`src/rtl/adder_share_arb_pkg.sv`:
```
// Shared definitions for the time-shared adder arbiter: default width,
// a constant clog2 helper and the output-register occupancy encoding.
package adder_share_arb_pkg;

  localparam int DWIDTH_DEF = 32;

  // Number of bits needed to index n items (minimum 1).
  function automatic int clog2(input int n);
    int r;
    r = 1;
    for (int i = 1; i < 31; i++) begin
      if ((1 << i) < n) r = i + 1;
    end
    return r;
  endfunction

  typedef enum logic {
    ST_EMPTY = 1'b0,
    ST_FULL  = 1'b1
  } occ_state_t;

endpackage

```
`src/rtl/adder_share_arb_if.sv`:
```
// Requester and result handshake bundle for adder_share_arb.
// master: requesters plus result consumer; slave: the arbiter itself.
interface adder_share_arb_if
  import adder_share_arb_pkg::*;
#(
  parameter int NREQ   = 4,
  parameter int DWIDTH = DWIDTH_DEF,
  parameter int TWIDTH = clog2(NREQ)
) ();

  logic [NREQ-1:0]        req_valid;
  logic [NREQ*DWIDTH-1:0] req_a;
  logic [NREQ*DWIDTH-1:0] req_b;
  logic [NREQ-1:0]        req_ready;
  logic                   res_valid;
  logic [DWIDTH-1:0]      res_data;
  logic [TWIDTH-1:0]      res_id;
  logic                   res_ovf;
  logic                   res_ready;

  modport master (
    output req_valid, req_a, req_b, res_ready,
    input  req_ready, res_valid, res_data, res_id, res_ovf
  );

  modport slave (
    input  req_valid, req_a, req_b, res_ready,
    output req_ready, res_valid, res_data, res_id, res_ovf
  );

endinterface

```
`src/rtl/adder_share_arb_adder2.sv`:
```
// Plain two-operand signed adder; the sum wraps modulo 2^DWIDTH.
module adder2 #(
  parameter int DWIDTH = 32
) (
  input  logic signed [DWIDTH-1:0] a,
  input  logic signed [DWIDTH-1:0] b,
  output logic signed [DWIDTH-1:0] sum
);

  assign sum = a + b;

endmodule

```
`src/rtl/adder_share_arb_rr_arbiter.sv`:
```
// Round-robin arbiter: grants the first request at or after ptr, wrapping,
// and moves ptr just past the winner so every requester gets a turn.
module rr_arbiter #(
  parameter int NREQ   = 4,
  parameter int TWIDTH = 2
) (
  input  logic              clk,
  input  logic              rst_n,
  input  logic [NREQ-1:0]   req,
  input  logic              en,
  output logic [NREQ-1:0]   gnt,
  output logic [TWIDTH-1:0] gnt_id,
  output logic              gnt_any
);

  logic [TWIDTH-1:0] ptr;
  logic [TWIDTH-1:0] idx;
  int                pos;

  // Search from ptr upward, wrapping at NREQ-1; first hit wins.
  always_comb begin
    gnt     = '0;
    gnt_id  = '0;
    gnt_any = 1'b0;
    idx     = '0;
    pos     = 0;
    for (int k = 0; k < NREQ; k++) begin
      pos = int'(ptr) + k;
      if (pos >= NREQ) pos = pos - NREQ;
      idx = TWIDTH'(pos);
      if (en && !gnt_any && req[idx]) begin
        gnt_any  = 1'b1;
        gnt_id   = idx;
        gnt[idx] = 1'b1;
      end
    end
  end

  // Pointer advances past the granted requester; holds when idle.
  always_ff @(posedge clk or negedge rst_n) begin
    if (!rst_n) begin
      ptr <= '0;
    end else if (gnt_any) begin
      if (int'(gnt_id) == NREQ - 1) ptr <= '0;
      else                          ptr <= gnt_id + TWIDTH'(1);
    end
  end

endmodule

```
`src/rtl/adder_share_arb.sv`:
```
// Time-shares one adder2 among NREQ requesters. The single output register
// is the only storage; a new sum loads whenever it is empty or being drained,
// giving one result per cycle under continuous res_ready.
//
// state    | meaning
// ST_EMPTY | output register holds no result (res_valid=0)
// ST_FULL  | output register holds a result awaiting res_ready
module adder_share_arb
  import adder_share_arb_pkg::*;
#(
  parameter int DWIDTH = DWIDTH_DEF,
  parameter int NREQ   = 4,
  parameter int TWIDTH = clog2(NREQ)
) (
  input logic             clk,
  input logic             rst_n,
  adder_share_arb_if.slave bus
);

  occ_state_t        state;
  logic [DWIDTH-1:0] data_q;
  logic [TWIDTH-1:0] id_q;
  logic              ovf_q;

  logic              can_accept;
  logic [NREQ-1:0]   gnt;
  logic [TWIDTH-1:0] gnt_id;
  logic              gnt_any;
  logic [DWIDTH-1:0] a_sel;
  logic [DWIDTH-1:0] b_sel;
  logic [DWIDTH-1:0] sum;
  logic              ovf;

  assign can_accept = (state == ST_EMPTY) || bus.res_ready;

  rr_arbiter #(
    .NREQ   (NREQ),
    .TWIDTH (TWIDTH)
  ) u_arb (
    .clk     (clk),
    .rst_n   (rst_n),
    .req     (bus.req_valid),
    .en      (can_accept),
    .gnt     (gnt),
    .gnt_id  (gnt_id),
    .gnt_any (gnt_any)
  );

  // Route the granted requester's operands to the shared adder.
  always_comb begin
    a_sel = bus.req_a[int'(gnt_id)*DWIDTH +: DWIDTH];
    b_sel = bus.req_b[int'(gnt_id)*DWIDTH +: DWIDTH];
  end

  adder2 #(
    .DWIDTH (DWIDTH)
  ) u_add (
    .a   (a_sel),
    .b   (b_sel),
    .sum (sum)
  );

  // Signed overflow: like-signed operands producing an opposite-signed sum.
  assign ovf = (a_sel[DWIDTH-1] == b_sel[DWIDTH-1]) &&
               (sum[DWIDTH-1] != a_sel[DWIDTH-1]);

  // Occupancy FSM and output register; payload only changes on a grant.
  always_ff @(posedge clk or negedge rst_n) begin
    if (!rst_n) begin
      state  <= ST_EMPTY;
      data_q <= '0;
      id_q   <= '0;
      ovf_q  <= 1'b0;
    end else begin
      case (state)
        ST_EMPTY: begin
          if (gnt_any) begin
            state  <= ST_FULL;
            data_q <= sum;
            id_q   <= gnt_id;
            ovf_q  <= ovf;
          end
        end
        ST_FULL: begin
          if (gnt_any) begin
            data_q <= sum;
            id_q   <= gnt_id;
            ovf_q  <= ovf;
          end else if (bus.res_ready) begin
            state <= ST_EMPTY;
          end
        end
        default: state <= ST_EMPTY;
      endcase
    end
  end

  assign bus.req_ready = gnt;
  assign bus.res_valid = (state == ST_FULL);
  assign bus.res_data  = data_q;
  assign bus.res_id    = id_q;
  assign bus.res_ovf   = ovf_q;

endmodule

```
`src/flat_wrapper.sv`:
```
// flat-port wrapper written by rule: the top's interface ports become plain ports
module adder_share_arb_flat import adder_share_arb_pkg::*;
#(
  parameter int DWIDTH = DWIDTH_DEF,
  parameter int NREQ   = 4,
  parameter int TWIDTH = clog2(NREQ)
)
  (clk, rst_n, bus_req_valid, bus_req_a, bus_req_b, bus_res_ready, bus_req_ready, bus_res_valid, bus_res_data, bus_res_id, bus_res_ovf);
  adder_share_arb_if #(.NREQ(NREQ), .DWIDTH(DWIDTH), .TWIDTH(TWIDTH)) bus_i ();
  input logic clk;
  input logic rst_n;
  input wire logic [$bits(bus_i.req_valid)-1:0] bus_req_valid;
  input wire logic [$bits(bus_i.req_a)-1:0] bus_req_a;
  input wire logic [$bits(bus_i.req_b)-1:0] bus_req_b;
  input wire logic [$bits(bus_i.res_ready)-1:0] bus_res_ready;
  output wire logic [$bits(bus_i.req_ready)-1:0] bus_req_ready;
  output wire logic [$bits(bus_i.res_valid)-1:0] bus_res_valid;
  output wire logic [$bits(bus_i.res_data)-1:0] bus_res_data;
  output wire logic [$bits(bus_i.res_id)-1:0] bus_res_id;
  output wire logic [$bits(bus_i.res_ovf)-1:0] bus_res_ovf;
  assign bus_i.req_valid = bus_req_valid;
  assign bus_i.req_a = bus_req_a;
  assign bus_i.req_b = bus_req_b;
  assign bus_i.res_ready = bus_res_ready;
  assign bus_req_ready = bus_i.req_ready;
  assign bus_res_valid = bus_i.res_valid;
  assign bus_res_data = bus_i.res_data;
  assign bus_res_id = bus_i.res_id;
  assign bus_res_ovf = bus_i.res_ovf;
  adder_share_arb #(.DWIDTH(DWIDTH), .NREQ(NREQ), .TWIDTH(TWIDTH)) u_core (.clk(clk), .rst_n(rst_n), .bus(bus_i));
endmodule
```
`config.mk`:
```
export PLATFORM = sky130hd
export DESIGN_NAME = adder_share_arb_flat
export DESIGN_NICKNAME = d
export VERILOG_FILES = /design/src/rtl/adder_share_arb_pkg.sv /design/src/rtl/adder_share_arb_if.sv /design/src/rtl/adder_share_arb_adder2.sv /design/src/rtl/adder_share_arb_rr_arbiter.sv /design/src/rtl/adder_share_arb.sv /design/src/flat_wrapper.sv
export SDC_FILE = /design/constraint.sdc
export NUM_CORES = 1
export LEC_CHECK = 0
export CORE_UTILIZATION = 40
export DETAILED_ROUTE_END_ITERATION = 8
export HOLD_SLACK_MARGIN = 0.05
export MAX_ROUTING_LAYER = met4
export PLACE_DENSITY = 0.84
export SYNTH_ARGS = -nofsm -noshare
export SYNTH_HDL_FRONTEND = slang
export SYNTH_SLANG_ARGS = --single-unit
```
`constraint.sdc`:
```
create_clock -name clk -period 6.95 [get_ports clk]
set_input_delay 0.695 -clock clk [delete_from_list [all_inputs] [get_ports clk]]
set_output_delay 0.695 -clock clk [all_outputs]
set_load 0.02 [all_outputs]
```
==> flow_metrics.tcl, run 1 <==
set metrics [dict create \
    critPathMaxStageDelay_ns 0.58 \
    hold_viol 0 \
    setup_tns_ns 0 \
    min_period_over_period 0.910 \
    clk_root_buffer_cell "clkbuf_16" \
    finalWirelength_mm 18.7 \
    boundaryPins 303 \
    max-cap-violations 0 \
    synthesized_cell_area_sq_mm 0.00524 \
    drc 0 \
    rows 41 \
    start_util 0.414 \
    worst_r2r_endpoint "u_core.bus.res_ovf$_DFFE_PN0P_" \
    crit_path_frequent_cell "a211oi_1" \
    maximum_number_of_pins_on_one_net_before_global_route_repair 130 \
    ant_nets 0 \
    grt_first_pass_wirelength_mm 28.4 \
    timing.critical_path.from_type "input port" \
    post_drt_wl_per_cell_um 15.9 \
    slew_violations 0 \
    grt_use_total 0.274 \
    cpMaxStageDelayCell "mux4_2" \
    path_cells "clkdlybuf4s50_1 -> mux4_2 -> nor3b_4 -> o211ai_2 -> o31ai_4 -> clkinv_2 -> buf_12 -> a211oi_1 -> a31oi_1 -> ha_1 -> a211oi_1 -> o21ai_0 -> o211ai_1 -> a21oi_1 -> nor3_1 -> a211oi_1 -> o211a_1 -> or3b_1 -> a31oi_1" \
    num_antenna_cells 0 \
    timing.reg2reg.worst_path_depth 21 \
    hold_ws_ns 0.474 \
    clkTransAtPathRegs_ns 0.06 \
    io_buffers 302 \
    placed_cell_area_sq_mm 0.00838 \
    critPathArrivalTime_ns 6.53 \
    critical_path.top_delay_family "compound AO/OA/AOI/OAI gates" \
    synth_edf_count 0 \
    antenna_found_initial 0 \
    cts_repair_resize_count 0 \
    synth.distinct_cells 60 \
    routabilityCongestion 0.885 \
    post-cts-setup-buffer-count 0 \
    grt_overflow 0 \
    finalInstanceArea_sq_mm 0.00853 \
    skew_ns 0.00694 \
    die_height_um 116 \
    critical_path.max_fanout 30 \
    die_area_sq_mm 0.0136 \
    max_slew_margin 0.382 \
    drt-initial-drc-count 451 \
    regToRegStartpoint "u_core.u_arb.ptr[0]$_DFFE_PN0P_" \
    final_net_count 1306 \
    final_setup_violation_count 0 \
    fp.coreArea_sq_mm 0.0127 \
    cts_inserted_buffers 5 \
    vias 6386 \
    dp.final_hpwl_mm 14.9 \
    postLayoutSetupSlackWorst_ns 0.629 \
    synth-seq-area-share 0.181 \
    firstDrtPassIters 5 \
    achievable-frequency_mhz 158 \
    critical_path_buf_inv_count 3 \
    h_tree_level_count 2 \
    grt_pass1_vias 5863 \
    worst-slew-pin-transition_ns 0.927 \
    clock_tree.buffer_depth 2 \
    vias_per_cell 5.42 \
    place_ws_ns 0.409 \
    cts.sink_count 38 \
    ys_async_sr_fraction 1.00 \
    timing_worst_setup_path_type "input port to flip-flop" \
    yosys_warnings 0 \
    cp.depth 19 \
    hold_buffers 0 \
    synth.ff_latch_count 38 \
    rrSetupSlack_ns 0.85 \
    critical_path_required_ns 7.16 \
    clk_latency_ns 0.29 \
    grt_setup_unrepaired "no" \
    dieWidth_um 116 \
    synth_nets 1039 \
    cts_tree "yes" \
    drive_above_1_share 0.0338 \
    period_needed_ns 6.32 \
    area_growth_pct 62.7 \
    critPathLaunch "bus_req_valid[3]" \
    crit_path_end_kind "flip-flop" \
    avgSynthCellArea_sq_um 7.09 \
    run_status "completed" \
    netlist_instances 739 \
    crit_end "u_core.bus.res_ovf$_DFFE_PN0P_" \
    hold_path_class "flip-flop to flip-flop" \
    ys.flop_type "dfrtp_1" \
]
final cells by class:
cell class / count / area (sq um)
timing repair buffer: 311 / 3120
tap: 172 / 215
multi-input combinational: 641 / 4050
sequential: 38 / 951
fill: 1140 / 4150
clock buffer: 7 / 143
clock inverter: 1 / 5.00
inverter: 9 / 35.0
flip-flops by register name, summed over array words and instances, names as in the netlist:
signal,flops
u_core.bus.res_data,32
u_core.bus.res_valid,1
u_core.bus.res_ovf,1
u_core.u_arb.ptr,2
u_core.bus.res_id,2
routing by layer:
layer / up-vias / track usage / share of wire / wire length, um
met5: - / - / 0 / 0
met4: 0 / 0.0709 / 0.020 / 376
met3: 26 / 0.0306 / 0.053 / 996
met2: 213 / 0.473 / 0.49 / 9250
met1: 2920 / 0.339 / 0.43 / 8110
li1: 3227 / - / - / -
cells in the final DEF (no fill, tap or decap), drive strengths merged, types with 10 or more instances in the layout:
cell / n
clkdlybuf4s50: 301
a21o: 16
a31oi: 67
and2: 65
ha: 36
nand2: 176
buf: 10
xnor2: 13
a21oi: 43
a211oi: 68
dfrtp: 38
nor2: 23
o21ai: 33
xor2: 11
worst min path at each step:
stage	from	endpoint	cells past startpoint
6_report	u_core.bus.res_data[1]$_DFFE_PN0P_	u_core.bus.res_data[1]$_DFFE_PN0P_	2
5_1_grt	u_core.bus.res_data[1]$_DFFE_PN0P_	u_core.bus.res_data[1]$_DFFE_PN0P_	2
4_1_cts	u_core.bus.res_data[1]$_DFFE_PN0P_	u_core.bus.res_data[1]$_DFFE_PN0P_	2
3_5_place_dp	u_core.bus.res_data[1]$_DFFE_PN0P_	u_core.bus.res_data[1]$_DFFE_PN0P_	2
3_3_place_gp	u_core.bus.res_data[1]$_DFFE_PN0P_	u_core.bus.res_data[1]$_DFFE_PN0P_	2
2_1_floorplan	rst_n	u_core.bus.res_data[0]$_DFFE_PN0P_	0
per-stage QoR:
step            util  instances
4_1_cts        0.673       1179
6_report       0.673       1179
5_1_grt        0.673       1179
3_3_place_gp   0.661       1171
2_1_floorplan      -        739
3_5_place_dp   0.661       1171
cells by family after synthesis:
| kind of cell | Yosys count | synth area share |
|---|---|---|
| buf+inv | 60 | 0.0468 |
| xor+xnor | 24 | 0.0401 |
| flops | 38 | 0.181 |
| simple gates | 310 | 0.282 |
| compound gates | 257 | 0.326 |
| mux | 13 | 0.0341 |
| fa+ha+maj | 37 | 0.0898 |
worst reg2reg max path, delay by kind of cell, from the launching register on:
kind | cells | cell delay, ns
AOI/OAI and AO/OA | 11 | 2.37
adders and majority gates | 2 | 0.74
buffers and inverters | 4 | 1.13
DFF | 1 | 0.32
muxes | 1 | 0.26
and+or+nand+nor | 3 | 1.20
Yosys cell counts, types with 2 or more instances:
cell	n	share of area
nand2b_1	9	0.011
buf_2	13	0.012
nand3b_1	2	0.0029
xnor2_1	13	0.022
o21ai_0	33	0.032
a211o_1	2	0.0033
and2_1	64	0.076
xor2_1	11	0.018
inv_1	8	0.0057
a21oi_1	43	0.041
o211ai_1	4	0.0057
nor2b_1	2	0.0024
a221o_1	2	0.0038
mux4_2	3	0.013
buf_1	3	0.0021
nand4_1	3	0.0036
and4_1	2	0.0033
ha_1	36	0.086
o211a_1	2	0.0038
and3_1	6	0.0072
a222oi_1	4	0.0076
a31oi_1	67	0.080
nand2_1	176	0.13
nor2_1	23	0.016
nor3_1	6	0.0057
clkbuf_1	34	0.024
mux2i_1	7	0.013
a211oi_1	68	0.097
mux2_4	2	0.0057
a21o_1	16	0.023
or2_2	2	0.0024
nand3_1	3	0.0029
or3_1	3	0.0036
dfrtp_1	38	0.18
nor4b_1	2	0.0033
o21bai_1	3	0.0043
Power of run 1 is not shown: default switching activity piles up to over one toggle a cycle in this logic, so the estimate is an artifact.
==> run 2: changes to the inputs <==
--- a/config.mk
+++ b/config.mk
@@ -7,7 +7,6 @@
 export LEC_CHECK = 0
 export CORE_UTILIZATION = 40
 export DETAILED_ROUTE_END_ITERATION = 8
-export HOLD_SLACK_MARGIN = 0.05
 export MAX_ROUTING_LAYER = met4
 export PLACE_DENSITY = 0.84
 export SYNTH_ARGS = -nofsm -noshare
==> results of run 2 <==
The final DEF is identical to that of run 1; final timing and power are the same.
Power of run 2 is left out for the same reason.
==> run 3: changes to the inputs <==
--- a/config.mk
+++ b/config.mk
@@ -6,7 +6,9 @@
 export NUM_CORES = 1
 export LEC_CHECK = 0
 export CORE_UTILIZATION = 40
+export CTS_BUF_LIST = sky130_fd_sc_hd__clkbuf_16
 export DETAILED_ROUTE_END_ITERATION = 8
+export GPL_ROUTABILITY_DRIVEN = 0
 export MAX_ROUTING_LAYER = met4
 export PLACE_DENSITY = 0.84
 export SYNTH_ARGS = -nofsm -noshare
==> run 3 against run 2 <==
Effect of this change: non-clock buffer count unchanged; die area unchanged; critical path depth unchanged; clock skew down 0.00068 ns; fmax up 0.90%; design area down 0.12%; sequential cell count unchanged; clock-buffer cell count down 2; first-iteration DRC count down 15%; via count up 0.14%.
==> flow_metrics.tcl, run 3 (synthesis gave the netlist of run 1 again) <==
set metrics [dict create \
    cts_inserted_buffers 5 \
    critical_path.max_fanout 30 \
    finalWirelength_mm 18.6 \
    final_net_count 1306 \
    clock_tree.buffer_depth 2 \
    worst_r2r_endpoint "u_core.bus.res_ovf$_DFFE_PN0P_" \
    clkTransAtPathRegs_ns 0.06 \
    die_area_sq_mm 0.0136 \
    critPathMaxStageDelay_ns 0.58 \
    clk_root_buffer_cell "clkbuf_16" \
    drc 0 \
    cpMaxStageDelayCell "mux4_2" \
    timing_worst_setup_path_type "input port to flip-flop" \
    vias_per_cell 5.42 \
    drive_above_1_share 0.0328 \
    post_drt_wl_per_cell_um 15.8 \
    cts_tree "yes" \
    post-cts-setup-buffer-count 0 \
    critical_path.top_delay_family "compound AO/OA/AOI/OAI gates" \
    dpl.cell_count 1171 \
    fin_cells 1179 \
    num_antenna_cells 0 \
    run_status "completed" \
    worst-slew-pin-transition_ns 0.904 \
    ant_nets 0 \
    postLayoutSetupSlackWorst_ns 0.685 \
    min_period_over_period 0.901 \
    achievable-frequency_mhz 160 \
    area_growth_pct 62.5 \
    hold_path_class "flip-flop to flip-flop" \
    crit_path_frequent_cell "a211oi_1" \
    crit_end "u_core.bus.res_ovf$_DFFE_PN0P_" \
    grt_overflow 0 \
    die_height_um 116 \
    firstDrtPassIters 7 \
    cp.depth 19 \
    holdPathStages 2 \
    cts.sink_count 38 \
    critPathArrivalTime_ns 6.47 \
    vias 6395 \
    skew_ns 0.00626 \
    timing.reg2reg.worst_path_depth 21 \
    place_ws_ns 0.409 \
    h_tree_level_count 2 \
    grt_setup_unrepaired "no" \
    clk_latency_ns 0.28 \
    critical_path_buf_inv_count 3 \
    grt_pass1_vias 5859 \
    dieWidth_um 116 \
    boundaryPins 303 \
    drt-initial-drc-count 385 \
    setup_tns_ns 0 \
    commonest_non_fill_non_tap_cell_in_the_layout "clkdlybuf4s50_1" \
    final_setup_violation_count 0 \
    path_cells "clkdlybuf4s50_1 -> mux4_2 -> nor3b_4 -> o211ai_2 -> o31ai_4 -> clkinv_2 -> buf_12 -> a211oi_1 -> a31oi_1 -> ha_1 -> a211oi_1 -> o21ai_0 -> o211ai_1 -> a21oi_1 -> nor3_1 -> a211oi_1 -> o211a_1 -> or3b_1 -> a31oi_1" \
    dp.final_hpwl_mm 14.9 \
    io_buffers 302 \
    grt_first_pass_wirelength_mm 28.4 \
    cts_repair_resize_count 0 \
    timing.critical_path.from_type "input port" \
    maximum_number_of_pins_on_one_net_before_global_route_repair 130 \
    slew_violations 0 \
    hold_viol 0 \
    largest_register_ffs 32 \
    regToRegStartpoint "u_core.u_arb.ptr[0]$_DFFE_PN0P_" \
    fp.coreArea_sq_mm 0.0127 \
    crit_path_end_kind "flip-flop" \
    mostFrequentLayoutCells "clkdlybuf4s50_1, nand2_1, a211oi_1, a31oi_1, and2_1" \
    max_slew_margin 0.397 \
    rows 41 \
    critPathLaunch "bus_req_valid[3]" \
    grt_use_total 0.274 \
    antenna_found_initial 0 \
    period_needed_ns 6.27 \
    hold_buffers 0 \
    rrSetupSlack_ns 0.91 \
    start_util 0.414 \
    critical_path_required_ns 7.15 \
    final_core_util 0.672 \
    max-cap-violations 0 \
]
==> run 3: cell types whose count changed in the layout (fill, tap and decap cells not counted), sizes merged <==
cell and delta:
clkinv +1, inv +1, clkbuf -2
==> run 3: per-layer routing <==
layer / global-route usage / routed length, um / up-vias
li1: - / - / 3231
met1: 0.339 / 8020 / 2919
met2: 0.473 / 9180 / 217
met3: 0.0306 / 1030 / 28
met4: 0.0684 / 371 / 0
met5: - / 0 / -
==> run 3: area by class of cell <==
cell class	instances	area, sq um
flip-flops and latches	38	951
multi-input cells	641	4050
well taps	172	215
fillers	1138	4160
repair buffers	311	3120
clock inverters	3	12.5
clock buffers	5	125
inverters	9	35.0
==> run 3: stage by stage <==
| stage | instance area [sq um] | hold slack (ns) |
|---|---|---|
| 6_report | 8520 | 0.474 |
| 2_1_floorplan | 5240 | 0.399 |
| 5_1_grt | 8520 | 0.502 |
| 3_3_place_gp | 8380 | 0.452 |
| 3_5_place_dp | 8380 | 0.462 |
| 4_1_cts | 8520 | 0.475 |
==> run 3: worst min-delay path by stage <==
stage,to,slack [ns],startpoint
after floorplan,u_core.bus.res_data[0]$_DFFE_PN0P_,0.40,rst_n
after global placement,u_core.bus.res_data[1]$_DFFE_PN0P_,0.45,u_core.bus.res_data[1]$_DFFE_PN0P_
after detailed placement,u_core.bus.res_data[1]$_DFFE_PN0P_,0.46,u_core.bus.res_data[1]$_DFFE_PN0P_
after CTS,u_core.bus.res_data[1]$_DFFE_PN0P_,0.48,u_core.bus.res_data[1]$_DFFE_PN0P_
after global routing,u_core.bus.res_data[1]$_DFFE_PN0P_,0.50,u_core.bus.res_data[1]$_DFFE_PN0P_
final,u_core.bus.res_data[1]$_DFFE_PN0P_,0.47,u_core.bus.res_data[1]$_DFFE_PN0P_
==> run 3: worst reg2reg max path, delay by kind of cell (launching register included) <==
family | cells | cell delay [ns]
buffers and inverters | 4 | 1.12
adders and majority gates | 2 | 0.74
DFF | 1 | 0.32
AOI/OAI and AO/OA | 11 | 2.32
muxes | 1 | 0.26
and+or+nand+nor | 3 | 1.19
Power of run 3 is left out for the same reason.
